--- src/rtl/rs_pkg.sv ---
// Sizes, slot payload type and shared helpers for the ALU reservation station.
package rs_pkg;

  localparam int unsigned WIDTH   = 31;
  localparam int unsigned ROB     = 2;
  localparam int unsigned C_WIDTH = 3;
  localparam int unsigned ENTRIES = 4;
  localparam int unsigned IDX_W   = $clog2(ENTRIES);

  typedef logic [WIDTH:0]     data_t;
  typedef logic [ROB:0]       tag_t;
  typedef logic [C_WIDTH:0]   ctl_t;
  typedef logic [ENTRIES-1:0] vec_t;
  typedef logic [IDX_W-1:0]   idx_t;

  localparam ctl_t ALU_NOP = '1;

  typedef struct packed {
    logic  busy;
    logic  rdy1;
    logic  rdy2;
    data_t val1;
    data_t val2;
    tag_t  tag1;
    tag_t  tag2;
    tag_t  robInstr;
    ctl_t  aluCtl;
  } rs_entry_t;

  // Isolate the least-significant set bit.
  function automatic vec_t lowest_one_hot(input vec_t v);
    return v & (~v + vec_t'(1));
  endfunction

endpackage

--- src/rtl/commonDataBus.sv ---
// Common data bus: one result broadcast per cycle, tagged with its ROB entry.
interface commonDataBus;
  import rs_pkg::*;

  logic  validBroadcast;
  tag_t  robEntry;
  data_t result;

  modport master (output validBroadcast, robEntry, result);
  modport reservation_station (input validBroadcast, robEntry, result);
endinterface

--- src/rtl/alu_rs_age_matrix.sv ---
// Oldest-first select for the reservation station; present only when
// ALU_RS_AGE_SELECT_EN is defined.
`ifdef ALU_RS_AGE_SELECT_EN
module alu_rs_age_matrix #(
  parameter int unsigned ENTRIES = 4
) (
  input  logic               clk,
  input  logic               rst_n,
  input  logic [ENTRIES-1:0] alloc,
  input  logic [ENTRIES-1:0] free,
  input  logic               flush,
  input  logic [ENTRIES-1:0] req,
  output logic [ENTRIES-1:0] grant_c
);

  // older_q[i][j] set means slot j was dispatched before slot i.
  logic [ENTRIES-1:0] valid_q, valid_d;
  logic [ENTRIES-1:0] older_q [ENTRIES];
  logic [ENTRIES-1:0] older_d [ENTRIES];

  always_comb begin : next_age
    valid_d = (valid_q & ~free) | alloc;
    for (int i = 0; i < ENTRIES; i++) begin
      older_d[i] = alloc[i] ? (valid_q & ~free) : (older_q[i] & ~free);
      if (flush) older_d[i] = '0;
    end
    if (flush) valid_d = '0;
  end

  always_comb begin : oldest_pick
    grant_c = '0;
    for (int i = 0; i < ENTRIES; i++) begin
      grant_c[i] = req[i] && ((older_q[i] & req) == '0);
    end
  end

  always_ff @(posedge clk or negedge rst_n) begin : age_reg
    if (!rst_n) begin
      valid_q <= '0;
      for (int i = 0; i < ENTRIES; i++) older_q[i] <= '0;
    end else begin
      valid_q <= valid_d;
      older_q <= older_d;
    end
  end

endmodule
`endif

--- src/rtl/alu_reservation_station.sv ---
// ALU reservation station: dispatch write, CDB wakeup, select and bypassed issue.
// Define ALU_RS_AGE_SELECT_EN for oldest-first select; default is lowest-index-first.
module alu_reservation_station
  import rs_pkg::*;
(
  input  logic  clk,
  input  logic  globalResetN,
  commonDataBus.reservation_station dataBus,
  input  logic  writeReq,
  input  logic  ready1,
  input  logic  ready2,
  input  data_t value1,
  input  data_t value2,
  input  tag_t  rob1,
  input  tag_t  rob2,
  input  tag_t  robInstr,
  input  ctl_t  ALUControl,
  input  logic  clear,
  input  logic  validCommit,
  input  logic  execute,
  output logic  full,
  output logic  issueValid,
  output tag_t  instrRob,
  output ctl_t  instrInfo,
  output data_t src1,
  output data_t src2
);

  rs_entry_t ent_q [ENTRIES];
  rs_entry_t ent_d [ENTRIES];
  vec_t      busy, wake1, wake2, req, grant, alloc, free;
  logic      flush, hit1, hit2;
  idx_t      sel;

  assign flush = clear & validCommit;

  // Per-slot CDB tag match and issue request
  always_comb begin : wakeup
    busy  = '0;
    wake1 = '0;
    wake2 = '0;
    req   = '0;
    for (int i = 0; i < ENTRIES; i++) begin
      busy[i]  = ent_q[i].busy;
      wake1[i] = ent_q[i].busy && !ent_q[i].rdy1 && dataBus.validBroadcast
                 && (dataBus.robEntry == ent_q[i].tag1);
      wake2[i] = ent_q[i].busy && !ent_q[i].rdy2 && dataBus.validBroadcast
                 && (dataBus.robEntry == ent_q[i].tag2);
      req[i]   = ent_q[i].busy && (ent_q[i].rdy1 || wake1[i])
                 && (ent_q[i].rdy2 || wake2[i]);
    end
  end

  assign full  = &busy;
  assign hit1  = dataBus.validBroadcast && (dataBus.robEntry == rob1);
  assign hit2  = dataBus.validBroadcast && (dataBus.robEntry == rob2);
  assign alloc = (writeReq && !full && !flush) ? lowest_one_hot(~busy) : '0;
  assign free  = execute ? grant : '0;

`ifdef ALU_RS_AGE_SELECT_EN
  alu_rs_age_matrix #(.ENTRIES(ENTRIES)) u_age (
    .clk     (clk),
    .rst_n   (globalResetN),
    .alloc   (alloc),
    .free    (free),
    .flush   (flush),
    .req     (req),
    .grant_c (grant)
  );
`else
  assign grant = lowest_one_hot(req);
`endif

  // Issue mux; slot 0 is shown when nothing is granted
  always_comb begin : issue_mux
    sel = '0;
    for (int i = 0; i < ENTRIES; i++) begin
      if (grant[i]) sel = idx_t'(i);
    end
    issueValid = |grant;
    instrRob   = ent_q[sel].robInstr;
    instrInfo  = ent_q[sel].aluCtl;
    src1       = wake1[sel] ? dataBus.result : ent_q[sel].val1;
    src2       = wake2[sel] ? dataBus.result : ent_q[sel].val2;
  end

  always_comb begin : next_state
    for (int i = 0; i < ENTRIES; i++) begin
      ent_d[i] = ent_q[i];
      if (wake1[i]) begin
        ent_d[i].rdy1 = 1'b1;
        ent_d[i].val1 = dataBus.result;
      end
      if (wake2[i]) begin
        ent_d[i].rdy2 = 1'b1;
        ent_d[i].val2 = dataBus.result;
      end
      if (free[i]) begin
        ent_d[i].busy = 1'b0;
        ent_d[i].rdy1 = 1'b0;
        ent_d[i].rdy2 = 1'b0;
      end
      // A tag broadcast in the dispatch cycle is captured on the way in
      if (alloc[i]) begin
        ent_d[i].busy     = 1'b1;
        ent_d[i].rdy1     = ready1 | hit1;
        ent_d[i].rdy2     = ready2 | hit2;
        ent_d[i].val1     = (!ready1 && hit1) ? dataBus.result : value1;
        ent_d[i].val2     = (!ready2 && hit2) ? dataBus.result : value2;
        ent_d[i].tag1     = rob1;
        ent_d[i].tag2     = rob2;
        ent_d[i].robInstr = robInstr;
        ent_d[i].aluCtl   = ALUControl;
      end
      if (flush) begin
        ent_d[i].busy = 1'b0;
        ent_d[i].rdy1 = 1'b0;
        ent_d[i].rdy2 = 1'b0;
      end
    end
  end

  always_ff @(posedge clk or negedge globalResetN) begin : ent_reg
    if (!globalResetN) begin
      for (int i = 0; i < ENTRIES; i++) begin
        ent_q[i]        <= '0;
        ent_q[i].aluCtl <= ALU_NOP;
      end
    end else begin
      ent_q <= ent_d;
    end
  end

  // Dispatch into a full station is dropped; flag it without stopping
  always_ff @(posedge clk) begin : overflow_chk
    if (globalResetN && !flush) begin
      assert (!(writeReq && full))
        else $warning("alu_reservation_station: dispatch dropped, all slots busy");
    end
  end

endmodule

--- src/flat_wrapper.sv ---
// flat-port wrapper written by rule: the top's interface ports become plain ports
module alu_reservation_station_flat import rs_pkg::*;
  (clk, globalResetN, writeReq, ready1, ready2, value1, value2, rob1, rob2, robInstr, ALUControl, clear, validCommit, execute, full, issueValid, instrRob, instrInfo, src1, src2, dataBus_validBroadcast, dataBus_robEntry, dataBus_result);
  commonDataBus dataBus_i ();
  input  logic clk;
  input  logic globalResetN;
  input  logic writeReq;
  input  logic ready1;
  input  logic ready2;
  input  data_t value1;
  input  data_t value2;
  input  tag_t rob1;
  input  tag_t rob2;
  input  tag_t robInstr;
  input  ctl_t ALUControl;
  input  logic clear;
  input  logic validCommit;
  input  logic execute;
  output logic full;
  output logic issueValid;
  output tag_t instrRob;
  output ctl_t instrInfo;
  output data_t src1;
  output data_t src2;
  input wire logic [$bits(dataBus_i.validBroadcast)-1:0] dataBus_validBroadcast;
  input wire logic [$bits(dataBus_i.robEntry)-1:0] dataBus_robEntry;
  input wire logic [$bits(dataBus_i.result)-1:0] dataBus_result;
  assign dataBus_i.validBroadcast = dataBus_validBroadcast;
  assign dataBus_i.robEntry = dataBus_robEntry;
  assign dataBus_i.result = dataBus_result;
  alu_reservation_station u_core (.clk(clk), .globalResetN(globalResetN), .dataBus(dataBus_i), .writeReq(writeReq), .ready1(ready1), .ready2(ready2), .value1(value1), .value2(value2), .rob1(rob1), .rob2(rob2), .robInstr(robInstr), .ALUControl(ALUControl), .clear(clear), .validCommit(validCommit), .execute(execute), .full(full), .issueValid(issueValid), .instrRob(instrRob), .instrInfo(instrInfo), .src1(src1), .src2(src2));
endmodule
--- config.mk ---
export PLATFORM = sky130hd
export DESIGN_NAME = alu_reservation_station_flat
export DESIGN_NICKNAME = d
export VERILOG_FILES = /design/src/rtl/rs_pkg.sv /design/src/rtl/commonDataBus.sv /design/src/rtl/alu_rs_age_matrix.sv /design/src/rtl/alu_reservation_station.sv /design/src/flat_wrapper.sv
export SDC_FILE = /design/constraint.sdc
export NUM_CORES = 1
export LEC_CHECK = 0
export ABC_AREA = 1
export BUFFER_PORTS_ARGS = -buffer_cell sky130_fd_sc_hd__buf_2
export CAP_MARGIN = 20
export CELL_PAD_IN_SITES_DETAIL_PLACEMENT = 0
export CELL_PAD_IN_SITES_GLOBAL_PLACEMENT = 1
export CORE_MARGIN = 2
export CORE_UTILIZATION = 46
export CTS_CLUSTER_SIZE = 30
export DETAILED_ROUTE_END_ITERATION = 12
export PLACE_DENSITY = 0.95
export SYNTH_ARGS = -nofsm -noshare
export SYNTH_HDL_FRONTEND = slang
export SYNTH_SLANG_ARGS = --single-unit
--- constraint.sdc ---
create_clock -name clk -period 10.2 [get_ports clk]
set_input_delay 2.55 -clock clk [delete_from_list [all_inputs] [get_ports clk]]
set_output_delay 2.55 -clock clk [all_outputs]
set_load 0.02 [all_outputs]
==> reports/metrics.yaml, run 1 <==
status: "complete, no violations"
hold_class: "reg2reg"
synthDistinctLibCells: 28
synth.net_count: 3014
ant_nets: 0
postSynthAreaPerCell_um2: 6.70
dieArea_um2: 43800
cts_tree: "yes"
crit_required_ns: 7.65
synth-edff-count: 0
rr_startpoint: "u_core.busy[2]"
io_pins: 194
timing.rr.end: "u_core.ent_q[133]"
cp_slowest_cell: "nand2_2"
yosys.area.top_type_share_pct: 39.2
syn-instance-count: 2893
drc: 0
setup_tns_ns: 0
vias: 20200
slew_viol_final: 0
fp.coreArea_um2: 41800
async_reset_ff_share_pct: 100
p_per_area_nw_per_um2: 283
synthToLayoutAreaGrowth_pct: 12.4
holdPathStages: 2
numCtsBuffers: 37
critPathBufInv: 4
critPathLaunchType: "input port"
syn-cell-area_um2: 19400
routabilityCongestion: 0.892
placed_cells: 3474
worst-path-max-fanout: 50
dpl.hpwl_um: 42700
cts_hold_buf: 0
yosysMostFrequentCell: "nand2_1"
numClockSinks: 320
fin_skew_ns: 0.0193
ys_seq_elements: 320
die_h_um: 209
drt_first_pass_iters: 7
synth-main-ff-cell: "dfrtp_1"
min_period_over_period_pct: 88.6
synth_warnings: 0
instances_no_fill: 3543
period_needed_ns: 9.03
drt-vias-per-instance: 5.71
cp_top_family: "simple AND/OR/NAND/NOR gates"
drive_gt1_share_pct: 11.4
max_freq_ghz: 0.111
wire_per_inst_um: 20.1
place_ws_ns: 1.26
nets: 3097
cp-end-kind: "output pin"
synth_area_leader_cell: "dfrtp_1"
ff2ff_setup_slack_ns: 6.43
cts-root-buf: "clkbuf_16"
peakVddDrop_v: 0.000141
clkTransAtPathRegs_ns: 0.05
fill_cells: 4115
antenna_found_initial: 2
worst_pin_slew_ns: 1.06
ys_seq_area_share_pct: 41.4
grt_pass1_wl_um: 111000
grt.overflow.total: 0
grt_pass1_vias: 19600
hp-start: "u_core.ent_q[6]"
insertion_delay_ns: 0.53
setup_violations: 0
min_to: "u_core.ent_q[6]"
cts_setup_buffers: 0
routed_wl_um: 71300
track_usage_pct: 32.5
path_common_cell: "nand2_1"
cap_violations: 0
reg2reg_depth: 8
port_buffers: 193
p_leak_uw: 0.0111
timing.final.ws_setup_ns: 1.17
yosys-top-cells-area: "dfrtp_1 39%, nand2_1 24%, o211ai_1 9.9%"
crit_type: "in2out"
cts_htree_levels: 2
drt_iter0_drc: 2471
start_util_pct: 46.4
hold_violations: 0
cts-resized-gates: 0
path_cells: "buf_2 -> inv_1 -> nand2_1 -> nand2_1 -> nor2_1 -> nand2_2 -> nand2_1 -> nand3_2 -> nand2_4 -> buf_4 -> nand2_4 -> nand2_1 -> nand3_2 -> nand2_2 -> nand2_1 -> nand2_1 -> buf_2"
chipWidth_um: 209
grt_max_degree: 168
rows: 75
synth_common_cells: "1,258 x nand2_1, 304 x dfrtp_1, 290 x inv_1"
clockBufferDepth: 3
max_slew_margin_pct: 29.2
max_stage_delay_ns: 0.78
arrival_ns: 6.48
rsz0062_at_grt: "no"
-- worst register-to-register path: cells and delay by family (launching register included) --
kind                   cells  cell delay, ns
buffers and inverters      3            1.69
AND/OR/NAND/NOR            4            1.12
flip-flops                 1            0.45
AO/OA/AOI/OAI              1            0.42
-- worst max path at each step --
| stage | startpoint | to | slack [ns] | cells after the start |
|---|---|---|---|---|
| final | dataBus_robEntry[1] | src1[26] | 1.17 | 17 |
| after CTS | dataBus_robEntry[1] | src1[2] | 1.20 | 17 |
| after detailed placement | dataBus_robEntry[1] | src1[2] | 1.26 | 17 |
| after global routing | dataBus_robEntry[1] | src1[10] | 0.92 | 17 |
| after floorplan | dataBus_robEntry[0] | instrInfo[1] | 3.22 | 16 |
| after global placement | dataBus_robEntry[1] | src2[28] | 1.47 | 17 |
-- flip-flops by register name, summed over array words and instances, names as in the netlist --
| name | count |
|---|---|
| u_core.busy | 4 |
| u_core.ent_q | 316 |
-- per-layer routing --
metal / global-route usage (%) / share of wire [%]
met2: 51.8 / 45
met5: 0 / 0
met4: 12.6 / 3.9
met3: 7.02 / 11
met1: 43.6 / 40
-- power by group --
group | switching (uW) | internal (uW) | total, uW
clock | 541 | 830 | 1370
combinational | 1680 | 913 | 2600
sequential | 309 | 1890 | 2200
-- placed cells by master (no fill, tap or decap), types with 17 or more instances in the layout --
cell       instances
a21oi_1           18
buf_2            192
buf_4             32
clkbuf_16         37
dfrtp_1          304
inv_1            288
nand2_1         1254
nand3_1          206
nor2_1           181
o211ai_1         256
o21ai_0          110
o21ai_1           17
-- metrics by stage --
step | area, um2 | util, % | hold slack, ns | total power, uW
2_1_floorplan | 19400 | - | 0.448 | 3960
3_3_place_gp | 20500 | 49.1 | 0.463 | 4680
3_5_place_dp | 20500 | 49.1 | 0.482 | 4760
4_1_cts | 21800 | 52.1 | 0.492 | 6140
5_1_grt | 21800 | 52.2 | 0.512 | 6610
6_report | 21800 | 52.2 | 0.488 | 6170
-- kinds of logic (layout without fill, tap and decap cells) --
| group | count (synthesis) | in the layout | share of synthesized area, % |
|---|---|---|---|
| compound gates | 414 | 414 | 14.2 |
| buf+inv | 488 | 597 | 10.4 |
| flops | 320 | 320 | 41.4 |
| other cells | 0 | 2 | 0 |
| simple gates | 1671 | 1671 | 34.0 |
-- final cells by class --
class	count	area, um2	share of cell area [%]
multi-input cells	2085	9430	43.2
flip-flops and latches	320	8030	36.8
repair buffers	229	1300	5.96
inverters	303	1140	5.22
clock buffers	58	1120	5.16
well taps	539	674	3.09
clock inverters	7	110	0.505
diodes	2	5.00	0.0230
Power figures use the tool's default switching activity.
==> inputs of run 2 (changes only) <==
- CORE_UTILIZATION: 46 -> 30
- PLACE_DENSITY: 0.95 -> 0.7
==> reports/metrics.yaml, run 2 (same netlist as run 1, synthesis figures left out) <==
drc: 0  # unchanged
setup_violations: 0  # unchanged
numClockSinks: 320  # unchanged
power_switching_uw: 2590  # was 2530 uW
dieArea_um2: 66700  # was 43,800 um2
largest_reg_flops: 316  # unchanged
grt_max_degree: 151  # was 168
whs_ns: 0.478  # was 0.488 ns
crit_type: "in2out"  # unchanged
dpl.hpwl_um: 49200  # was 42,700 um
status: "complete, no violations"  # unchanged
routed_wl_um: 79600  # was 71,300 um
fp.coreArea_um2: 64200  # was 41,800 um2
cp-end-kind: "output pin"  # unchanged
chipWidth_um: 258  # was 209 um
synthToLayoutAreaGrowth_pct: 14.8  # was 12.4%
io_pins: 194  # unchanged
clockBufferDepth: 3  # unchanged
drt-vias-per-instance: 5.03  # was 5.71
slew_viol_final: 0  # unchanged
antenna_found_initial: 2  # unchanged
p_sw_share_pct: 41.5  # was 41.1%
p_seq_share_pct: 34.9  # was 35.7%
crit_required_ns: 7.65  # about the same
layout_commonest_cell: "nand2_1"  # unchanged
cap_violations: 0  # unchanged
nets: 3109  # was 3,097
arrival_ns: 6.00  # was 6.48 ns
max_freq_ghz: 0.117  # was 0.111 GHz
drive_gt1_share_pct: 11.8  # was 11.4%
antennaDiodeCount: 0  # was 2
fin_skew_ns: 0.0162  # was 0.0193 ns
finalPower_uw: 6260  # was 6170 uW
start_util_pct: 30.2  # was 46.4%
period_needed_ns: 8.55  # was 9.03 ns
grt.overflow.total: 0  # unchanged
worst-path-max-fanout: 150  # was 50
track_usage_pct: 24.0  # was 32.5%
intPower_uw: 3660  # was 3630 uW
insertion_delay_ns: 0.57  # was 0.53 ns
regMostFlops: "u_core.ent_q"  # unchanged
place_ws_ns: 1.67  # was 1.26 ns
grt_pass1_wl_um: 122000  # was 111,000 um
numCtsBuffers: 40  # was 37
vias: 19500  # was 20,200
rows: 93  # was 75
p_clk_share_pct: 23.1  # was 22.2%
port_buffers: 193  # unchanged
cts_hold_buf: 0  # unchanged
ant_nets: 0  # unchanged
p_leak_uw: 0.0111  # about the same
hold_class: "reg2reg"  # unchanged
placed_cells: 3801  # was 3,474
worst_pin_slew_ns: 1.06  # about the same
drt_first_pass_iters: 7  # unchanged
cts_htree_levels: 2  # unchanged
peakVddDrop_v: 0.000120  # was 0.000141 V
p_per_area_nw_per_um2: 281  # was 283 nW/um2
grt_pass1_vias: 19300  # was 19,600
timing.final.ws_setup_ns: 1.65  # was 1.17 ns
wire_per_inst_um: 20.6  # was 20.1 um
min_period_over_period_pct: 83.8  # was 88.6%
layout_common_cells: "1,254 x nand2_1, 304 x dfrtp_1, 289 x inv_1, 256 x o211ai_1, 206 x nand3_1"  # was 1,254 x nand2_1, 304 x dfrtp_1, 288 x inv_1, 256 x o211ai_1, 206 x nand3_1
critPathLaunchType: "input port"  # unchanged
fill_cells: 7162  # was 4,115
clkTransAtPathRegs_ns: 0.06  # was 0.05 ns
cts-resized-gates: 0  # unchanged
routabilityCongestion: 0.813  # was 0.892
cts_tree: "yes"  # unchanged
instances_no_fill: 3869  # was 3,543
max_slew_margin_pct: 29.2  # about the same
cts-root-buf: "clkbuf_16"  # unchanged
drt_iter0_drc: 1623  # was 2,471
setup_tns_ns: 0  # unchanged
cts_setup_buffers: 0  # unchanged
pwr-share-comb_pct: 42.0  # was 42.1%
rsz0062_at_grt: "no"  # unchanged
die_h_um: 258  # was 209 um
hold_violations: 0  # unchanged
-- run 2: layout make-up --
| cell class | instances | area (um2) | area share (%) |
|---|---|---|---|
| clock buffer | 58 | 1190 | 5.34 |
| clock inverter | 10 | 106 | 0.478 |
| inverter | 303 | 1140 | 5.11 |
| multi-input combinational | 2085 | 9420 | 42.3 |
| sequential | 320 | 8030 | 36.0 |
| tap | 855 | 1070 | 4.80 |
| timing repair buffer | 238 | 1330 | 5.95 |
-- run 2: worst paths after layout --
path	from	endpoint	slack, ns	cells past startpoint
worst min register to register	u_core.ent_q[85]	u_core.ent_q[85]	0.48	2
max in group asynchronous	globalResetN	u_core.ent_q[250]	6.08	3
worst min-delay path	u_core.ent_q[85]	u_core.ent_q[85]	0.48	2
min in group asynchronous	globalResetN	u_core.ent_q[199]	2.10	1
worst max-delay path	dataBus_robEntry[2]	instrRob[0]	1.65	17
worst max register to register	u_core.busy[0]	u_core.ent_q[275]	6.27	14
-- run 2: stage by stage --
stage / area [um2] / utilization, %
after floorplan: 19400 / -
after global placement: 21000 / 32.7
after detailed placement: 21000 / 32.7
after CTS: 22300 / 34.7
after global routing: 22300 / 34.7
final: 22300 / 34.7
-- run 2: layer usage --
metal	share of wire [%]	wire length, um	track usage [%]	up-vias
met4	3.1	2430	7.64	4
met2	45	36000	38.2	640
met5	0.034	27	0	-
met3	5.7	4550	3.20	128
met1	46	36500	33.6	9321
li1	-	-	-	9373
-- run 2: power groups by stage --
stage	sequential [uW]	clock [uW]	combinational (uW)
floorplan	2120	0	1850
global placement	2180	0	2640
detailed placement	2190	0	2640
CTS	2180	1470	2650
global route	2250	1520	2980
finish	2190	1440	2630
-- run 2: critical path, cell delays in order --
cell	delay [ns]
buf_2	0.25
inv_2	0.13
nand2_1	0.08
nand2_1	0.05
nor2_1	0.10
nand2_1	0.06
buf_4	0.25
nand2_1	0.11
nand3_1	0.16
nor2_1	0.22
nand2_4	0.39
nand2_4	0.21
buf_12	0.58
inv_1	0.30
nor2_1	0.17
o22ai_1	0.09
buf_2	0.17
